===== config.mk =====
export PLATFORM = sky130hd
export DESIGN_NAME = param_updown_counter_flat
export DESIGN_NICKNAME = d
export VERILOG_FILES = /design/src/rtl/param_updown_counter_if.sv /design/src/rtl/param_updown_counter.sv /design/src/flat_wrapper.sv
export SDC_FILE = /design/constraint.sdc
export NUM_CORES = 1
export LEC_CHECK = 0
export CORE_MARGIN = 2
export CORE_UTILIZATION = 40
export CTS_BUF_LIST = sky130_fd_sc_hd__clkbuf_8
export CTS_CLUSTER_DIAMETER = 30
export DETAILED_ROUTE_END_ITERATION = 7
export PLACE_DENSITY = 0.73
export SYNTH_ARGS = -nofsm -noshare
export SYNTH_HDL_FRONTEND = slang
export SYNTH_SLANG_ARGS = --single-unit

===== constraint.sdc =====
create_clock -name Clock -period 1.5 [get_ports Clock]
set_input_delay 0.3 -clock Clock [delete_from_list [all_inputs] [get_ports Clock]]
set_output_delay 0.3 -clock Clock [all_outputs]
set_load 0.05 [all_outputs]

===== src/rtl/param_updown_counter_if.sv =====
// Control/status bundle for param_updown_counter. The UpDown member exists only
// when COUNTER_UPDOWN_EN is defined.
interface param_updown_counter_if #(
    parameter int WIDTH = 13
);
    logic             Enable;
    logic             Clear;
    logic             Load;
    logic [WIDTH-1:0] LoadValue;
`ifdef COUNTER_UPDOWN_EN
    logic             UpDown;
`endif
    logic [WIDTH-1:0] S;
    logic             Tick;
    logic             TerminalCount;
    logic             Overflow;

`ifdef COUNTER_UPDOWN_EN
    modport master (output Enable, Clear, Load, LoadValue, UpDown,
                    input  S, Tick, TerminalCount, Overflow);
    modport slave  (input  Enable, Clear, Load, LoadValue, UpDown,
                    output S, Tick, TerminalCount, Overflow);
`else
    modport master (output Enable, Clear, Load, LoadValue,
                    input  S, Tick, TerminalCount, Overflow);
    modport slave  (input  Enable, Clear, Load, LoadValue,
                    output S, Tick, TerminalCount, Overflow);
`endif
endinterface


===== src/rtl/param_updown_counter.sv =====
// Prescaled wrap/saturate counter with load, clear and sticky overflow.
// Define COUNTER_UPDOWN_EN to add the UpDown direction input (up-only otherwise).
module param_updown_counter #(
    parameter int WIDTH    = 13,
    parameter int PRESCALE = 1,
    parameter int SATURATE = 0
) (
    input  logic                  Clock,
    input  logic                  ResetN,
    param_updown_counter_if.slave bus
);
    localparam int               PW       = (PRESCALE > 1) ? $clog2(PRESCALE) : 1;
    localparam logic [PW-1:0]    PRE_LAST = PW'(PRESCALE - 1);
    localparam logic [PW-1:0]    PRE_ONE  = PW'(1);
    localparam logic [WIDTH-1:0] CNT_MAX  = {WIDTH{1'b1}};
    localparam logic [WIDTH-1:0] CNT_ZERO = '0;
    localparam logic [WIDTH-1:0] CNT_ONE  = WIDTH'(1);

    logic [WIDTH-1:0] count_q, count_d;
    logic [PW-1:0]    prescale_q, prescale_d;
    logic             overflow_q, overflow_d;

    logic             dir_up;
    logic             tick;
    logic             at_end;
    logic [WIDTH-1:0] end_value;
    logic [WIDTH-1:0] wrap_value;
    logic [WIDTH-1:0] stepped;

`ifdef COUNTER_UPDOWN_EN
    assign dir_up = bus.UpDown;
`else
    assign dir_up = 1'b1;
`endif

    // End value and its wrap target both depend on the direction of this edge.
    assign end_value  = dir_up ? CNT_MAX  : CNT_ZERO;
    assign wrap_value = dir_up ? CNT_ZERO : CNT_MAX;
    assign stepped    = dir_up ? (count_q + CNT_ONE) : (count_q - CNT_ONE);

    assign tick   = bus.Enable & (prescale_q == PRE_LAST);
    assign at_end = (count_q == end_value);

    // NOTE: every always_comb output gets a default first so no path infers a latch.
    always_comb begin
        count_d    = count_q;
        prescale_d = prescale_q;
        overflow_d = overflow_q;

        if (bus.Clear) begin
            count_d    = CNT_ZERO;
            prescale_d = '0;
            overflow_d = 1'b0;
        end else if (bus.Load) begin
            count_d    = bus.LoadValue;
            prescale_d = '0;
        end else if (bus.Enable) begin
            prescale_d = tick ? '0 : (prescale_q + PRE_ONE);
            if (tick) begin
                if (at_end) begin
                    overflow_d = 1'b1;
                    count_d    = (SATURATE != 0) ? count_q : wrap_value;
                end else begin
                    count_d    = stepped;
                end
            end
        end
    end

    // NOTE: state registers use non-blocking assignments so every flop samples
    // pre-edge values regardless of statement order.
    always_ff @(posedge Clock) begin
        if (!ResetN) begin
            count_q    <= CNT_ZERO;
            prescale_q <= '0;
            overflow_q <= 1'b0;
        end else begin
            count_q    <= count_d;
            prescale_q <= prescale_d;
            overflow_q <= overflow_d;
        end
    end

    assign bus.S             = count_q;
    assign bus.Tick          = tick;
    assign bus.TerminalCount = at_end;
    assign bus.Overflow      = overflow_q;
endmodule


===== src/flat_wrapper.sv =====
// flat-port wrapper written by rule: the top's interface ports become plain ports
module param_updown_counter_flat 
#(
    parameter int WIDTH    = 13,
    parameter int PRESCALE = 1,
    parameter int SATURATE = 0
)
  (Clock, ResetN, bus_Enable, bus_Clear, bus_Load, bus_LoadValue, bus_S, bus_Tick, bus_TerminalCount, bus_Overflow);
  param_updown_counter_if #(.WIDTH(WIDTH)) bus_i ();
  input  logic Clock;
  input  logic ResetN;
  input wire logic [$bits(bus_i.Enable)-1:0] bus_Enable;
  input wire logic [$bits(bus_i.Clear)-1:0] bus_Clear;
  input wire logic [$bits(bus_i.Load)-1:0] bus_Load;
  input wire logic [$bits(bus_i.LoadValue)-1:0] bus_LoadValue;
  output wire logic [$bits(bus_i.S)-1:0] bus_S;
  output wire logic [$bits(bus_i.Tick)-1:0] bus_Tick;
  output wire logic [$bits(bus_i.TerminalCount)-1:0] bus_TerminalCount;
  output wire logic [$bits(bus_i.Overflow)-1:0] bus_Overflow;
  assign bus_i.Enable = bus_Enable;
  assign bus_i.Clear = bus_Clear;
  assign bus_i.Load = bus_Load;
  assign bus_i.LoadValue = bus_LoadValue;
  assign bus_S = bus_i.S;
  assign bus_Tick = bus_i.Tick;
  assign bus_TerminalCount = bus_i.TerminalCount;
  assign bus_Overflow = bus_i.Overflow;
  param_updown_counter #(.WIDTH(WIDTH), .PRESCALE(PRESCALE), .SATURATE(SATURATE)) u_core (.Clock(Clock), .ResetN(ResetN), .bus(bus_i));
endmodule

### After elaboration in Yosys (flattened, before gate mapping)

Index checks and enable logic that the tools add are counted.

* output and inout bits: 16
* bits in registers: 15
* logic and storage cells: 21

* bitwise gates (word level): 4
* equal/unequal tests: 1
* reduce and logical (&&, ||, !) cells: 6
* multiplexer cells: 5
* add/sub/neg operators: 2

Operators by type and width (number)
* $mux W13: 4
* $add A13 B1 Y13 const B: 1
* $eq A13 B13 Y1 const B: 1
* $reduce_and A4 Y1: 1
* $reduce_bool A2 Y1: 2
* $not A1 Y1: 3
* $reduce_or A3 Y1: 1
* $reduce_and A2 Y1: 1
* $reduce_or A2 Y1: 1
* $add A1 B1 Y1 const B: 1
* $and A1 B1 Y1: 1
* $mux W1: 1

### Longest topological paths before layout

* depth after elaboration: 5
* mapped depth: 6

### Worst setup path before layout

No wires, ideal clock.

* path type: register to register
* start point: register u_core.count_q[0] (netlist: u_core.bus.S[0])
* end point: register u_core.count_q[0] (netlist: u_core.bus.S[0])
* cell stages (with the launch flop): 7
* arrival: 2.038 ns
* buffers on the path: 0
* setup time: 0.119 ns
* period minus slack after synthesis: 2.157 ns
* setup slack: -0.657 ns
* cells stage by stage: dfxtp_1 > ha_1 > nand2_1 > or4_4 > inv_2 > or3_1 > a21oi_1

* cells in the longest elaborated chain, start to end: 5

Ends and longest elaborated chain
* start, declared: RTL line param_updown_counter.sv:19 `logic [WIDTH-1:0] count_q, count_d;`
* start signal, assigned: RTL line param_updown_counter.sv:78 `count_q <= count_d;`
* $eq A13 B13 Y1: RTL line param_updown_counter.sv:42 `assign at_end = (count_q == end_value);`
* named net bus_TerminalCount: RTL line flat_wrapper.sv:18 `output wire logic [$bits(bus_i.TerminalCount)-1:0] bus_TerminalCount;`
* $mux W13: RTL line param_updown_counter.sv:60 `if (at_end) begin`
* $mux W13: RTL line param_updown_counter.sv:59 `if (tick) begin`
* $mux W13: RTL line param_updown_counter.sv:57 `end else if (bus.Enable) begin`
* $mux W13: RTL line param_updown_counter.sv:54 `end else if (bus.Load) begin`

The timed path passes the listed nets, and every way through them passes these cells. The select of a mux whose other input is x is not followed.
A chain may end at the register's enable or synchronous reset.

### Final worst setup path

* start point: register u_core.count_q[9] (netlist: u_core.bus.S[9])
* end point: output bus_TerminalCount

* cells in the longest elaborated chain, start to end: 1

Ends and longest elaborated chain (RTL line)
* $eq A13 B13 Y1: param_updown_counter.sv:42
* end, declared: flat_wrapper.sv:18

Every way passes these cells.

==> flow_metrics.py <==
metrics = {
    "drt": {
        "remaining_drc_errors": 0,
        "dr_total_vias": 1149,
        "avgViaCountPerCell": 5.923,
        "drtIter0Drc": 49,
        "avgRoutedWirePerCell_um": 20.26,
        "first_pass_iters": 4,
        "wl_um": 3931,
        "ant_nets": 0,
    },
    "layout": {
        "utilization": 0.8750,
        "final_common_cell": "buf_4",
        "syn_to_final_growth_pct": 101.1,
        "stdcell_area_um2": 1752,
        "final_cells": 194,
        "mostFrequentLayoutCells": "buf_4 (27), clkdlybuf4s50_1 (16), buf_12 (16)",
        "final_nets": 187,
        "drive_above_1_share": 0.4671,
        "antenna-diode-count": 0,
        "nFillCells": 98,
    },
    "placed_design": {
        "numPortBuffers": 33,
        "placed_cells_incl_taps": 187,
        "post_dp_cell_area_um2": 1625,
        "dp_hpwl_um": 2468,
        "routabilityCongestion": 0.9022,
        "pre_cts_ws_ns": -0.2569,
    },
    "setup_path": {
        "reg2reg_to": "u_core.bus.S[5]$_SDFFE_PP0P_",
        "reg2reg_depth": 5,
        "cpPeakStageDelay_ns": 0.59,
        "end_kind": "output pin",
        "path_class": "reg2out",
        "worstPathRequired_ns": 1.20,
        "critPathBufInv": 2,
        "cp_slowest_cell": "or4_4",
        "path_cells": "nand4_4, or4_4, inv_8, buf_12",
        "worstPathArrival_ns": 1.52,
        "cp_max_fo": 2,
        "startpoint_type": "flip-flop",
        "r2r-start": "u_core.bus.S[9]$_SDFFE_PP0P_",
        "cpLargestDelayFamily": "simple AND/OR/NAND/NOR gates",
        "r2r_setup_slack_ns": -0.19,
    },
    "cts": {
        "cts_root_buf": "clkbuf_8",
        "cts.sinks": 15,
        "cts_buffer_depth": 2,
        "htree_num_levels": 1,
        "numCtsBuffers": 3,
        "clk_transition_reported_paths_ns": 0.06,
        "tritoncts": "built",
        "clk_latency_ns": 0.25,
    },
    "global_route": {
        "grt_max_degree": 13,
        "grt_pass1_wl_um": 5830,
        "antenna_found_initial": 0,
        "grt_pass1_vias": 1168,
        "grt_usage": 0.3103,
        "grt_overflow_total": 0,
    },
    "timing": {
        "rsz0062_at_grt": "yes",
        "fmax_mhz": 550.9,
        "skew_ns": 0.0008950,
        "setup_violations": 7,
        "worst_pin_slew_ns": 0.3947,
        "drv_slew": 0,
        "layout_setup_ws_ns": -0.3153,
        "post-route-period-util": 1.210,
        "fin_worst_hold_slack_ns": 0.4242,
        "post-route-min-period_ns": 1.815,
        "hold_viol_final": 0,
        "finalSetupTns_ns": -0.8636,
        "maxSlewHeadroom": 0.7368,
    },
    "floorplan": {
        "die_h_um": 50.66,
        "initial_core_util": 0.4350,
        "core_um2": 2002,
        "rows": 16,
        "ios": 34,
        "die-area_um2": 2566,
        "dieWidth_um": 50.66,
    },
    "synthesis": {
        "yosys_warnings": 0,
        "synth_seq_area_share": 0.3448,
        "syn_inst": 105,
        "postSynthNetCount": 124,
        "synth_cell_types": 36,
        "synth_area_per_cell_um2": 8.294,
        "yosys_register_bits": 15,
        "synth_area_um2": 870.8,
    },
    "power": {
        "p_sw_frac": 0.3089,
        "total_power_mw": 1.068,
        "irDropWorstVdd_v": 0.0005484,
        "p_per_area_nw_per_um2": 609.7,
        "p_comb_frac": 0.289,
        "power.switching_mw": 0.3299,
        "power.internal_mw": 0.7381,
        "p_leak_nw": 0.6724,
        "seqPwrFrac": 0.393,
        "power_frac_clock": 0.319,
    },
    "worst_hold_path": {
        "hold_start": "bus_Enable",
        "whs_path_depth": 2,
        "worstHoldEndpoint": "u_core.prescale_q$_SDFFE_PP0P_",
        "min_path_type": "in2reg",
    },
    "run_status": {
        "violations": "negative setup slack",
        "outcome": "finished, violations left",
    },
    "job": {
        "drv_cap": 0,
    },
}
power by group through the flow:
stage | logic [mW] | registers, mW | clock network [mW]
floorplan | 0.0641 | 0.485 | 0
global placement | 0.278 | 0.424 | 0
detailed placement | 0.286 | 0.425 | 0
CTS | 0.292 | 0.417 | 0.339
global route | 0.323 | 0.420 | 0.365
finish | 0.308 | 0.419 | 0.341
cells in the mapped netlist:
master / instances / area share
nor4b_1: 1 / 0.010
nand3b_1: 1 / 0.0086
a31oi_1: 4 / 0.029
clkbuf_1: 1 / 0.0043
xor2_1: 1 / 0.010
nor2b_1: 1 / 0.0072
a21oi_1: 11 / 0.063
nor2_1: 4 / 0.017
ha_1: 1 / 0.014
or4_4: 1 / 0.013
nand4_4: 1 / 0.024
or2b_2: 1 / 0.010
and3_2: 1 / 0.0086
nand4_2: 1 / 0.014
a311oi_1: 1 / 0.010
dfxtp_1: 15 / 0.34
and4_1: 1 / 0.010
a211oi_1: 1 / 0.0086
o21a_1: 1 / 0.0086
nand3_1: 7 / 0.040
or3_1: 2 / 0.014
a2bb2oi_1: 2 / 0.020
nor4_1: 3 / 0.022
o21ai_0: 12 / 0.069
buf_6: 3 / 0.039
nand4_1: 2 / 0.014
inv_1: 3 / 0.013
nand2_1: 8 / 0.034
inv_2: 1 / 0.0043
a41oi_1: 1 / 0.010
nand2b_1: 2 / 0.014
nor3_1: 2 / 0.011
and2_1: 1 / 0.0072
xnor2_1: 5 / 0.050
nand4b_1: 1 / 0.010
o31a_1: 1 / 0.010
repair_timing:
item	4_1_cts	5_1_grt
setup buffers	4	1
endpoints found under the setup margin	6	11
gates resized for setup	3	9
hold buffers	0	0
pin swaps	3	5
endpoints found under the hold margin	0	0
cells by family after synthesis:
kind of cell / Yosys count / synth area share
flops: 15 / 0.3448
buf+inv: 8 / 0.06033
simple gates: 41 / 0.2917
fa+ha+maj: 1 / 0.01437
xor+xnor: 6 / 0.06034
compound gates: 34 / 0.2285
worst max path at each step:
stage	from	end	slack (ns)	depth (start not counted)
floorplan	u_core.bus.S[1]$_SDFFE_PP0P_	bus_TerminalCount	-0.15	4
global placement	bus_Enable	u_core.bus.S[0]$_SDFFE_PP0P_	-0.13	5
detailed placement	bus_Enable	u_core.bus.S[6]$_SDFFE_PP0P_	-0.26	4
CTS	u_core.bus.S[9]$_SDFFE_PP0P_	bus_TerminalCount	-0.31	4
global route	u_core.bus.S[10]$_SDFFE_PP0P_	bus_TerminalCount	-0.36	4
finish	u_core.bus.S[9]$_SDFFE_PP0P_	bus_TerminalCount	-0.32	4
flip-flops by register name (all words and copies together), names as in the netlist:
register and cells:
u_core.bus.S 13, u_core.bus.Overflow 1, u_core.prescale_q 1
layout make-up:
cell class                 instances  area [um^2]  share of cell area
sequential                        15        341.6              0.1950
tap                               27        33.78             0.01929
clock inverter                     1        3.754            0.002143
inverter                           4        26.28             0.01500
multi-input combinational         82        590.6              0.3371
timing repair buffer              62        714.4              0.4079
clock buffer                       3        41.29             0.02357
per-layer routing:
metal	vias to the layer above	part of all wire	GRT usage
met1	539	0.40	0.3789
met4	0	0.039	0.1261
met5	-	0	0
met2	71	0.50	0.5482
li1	522	-	-
met3	17	0.062	0.03571
(Power assumes the default switching activity.)
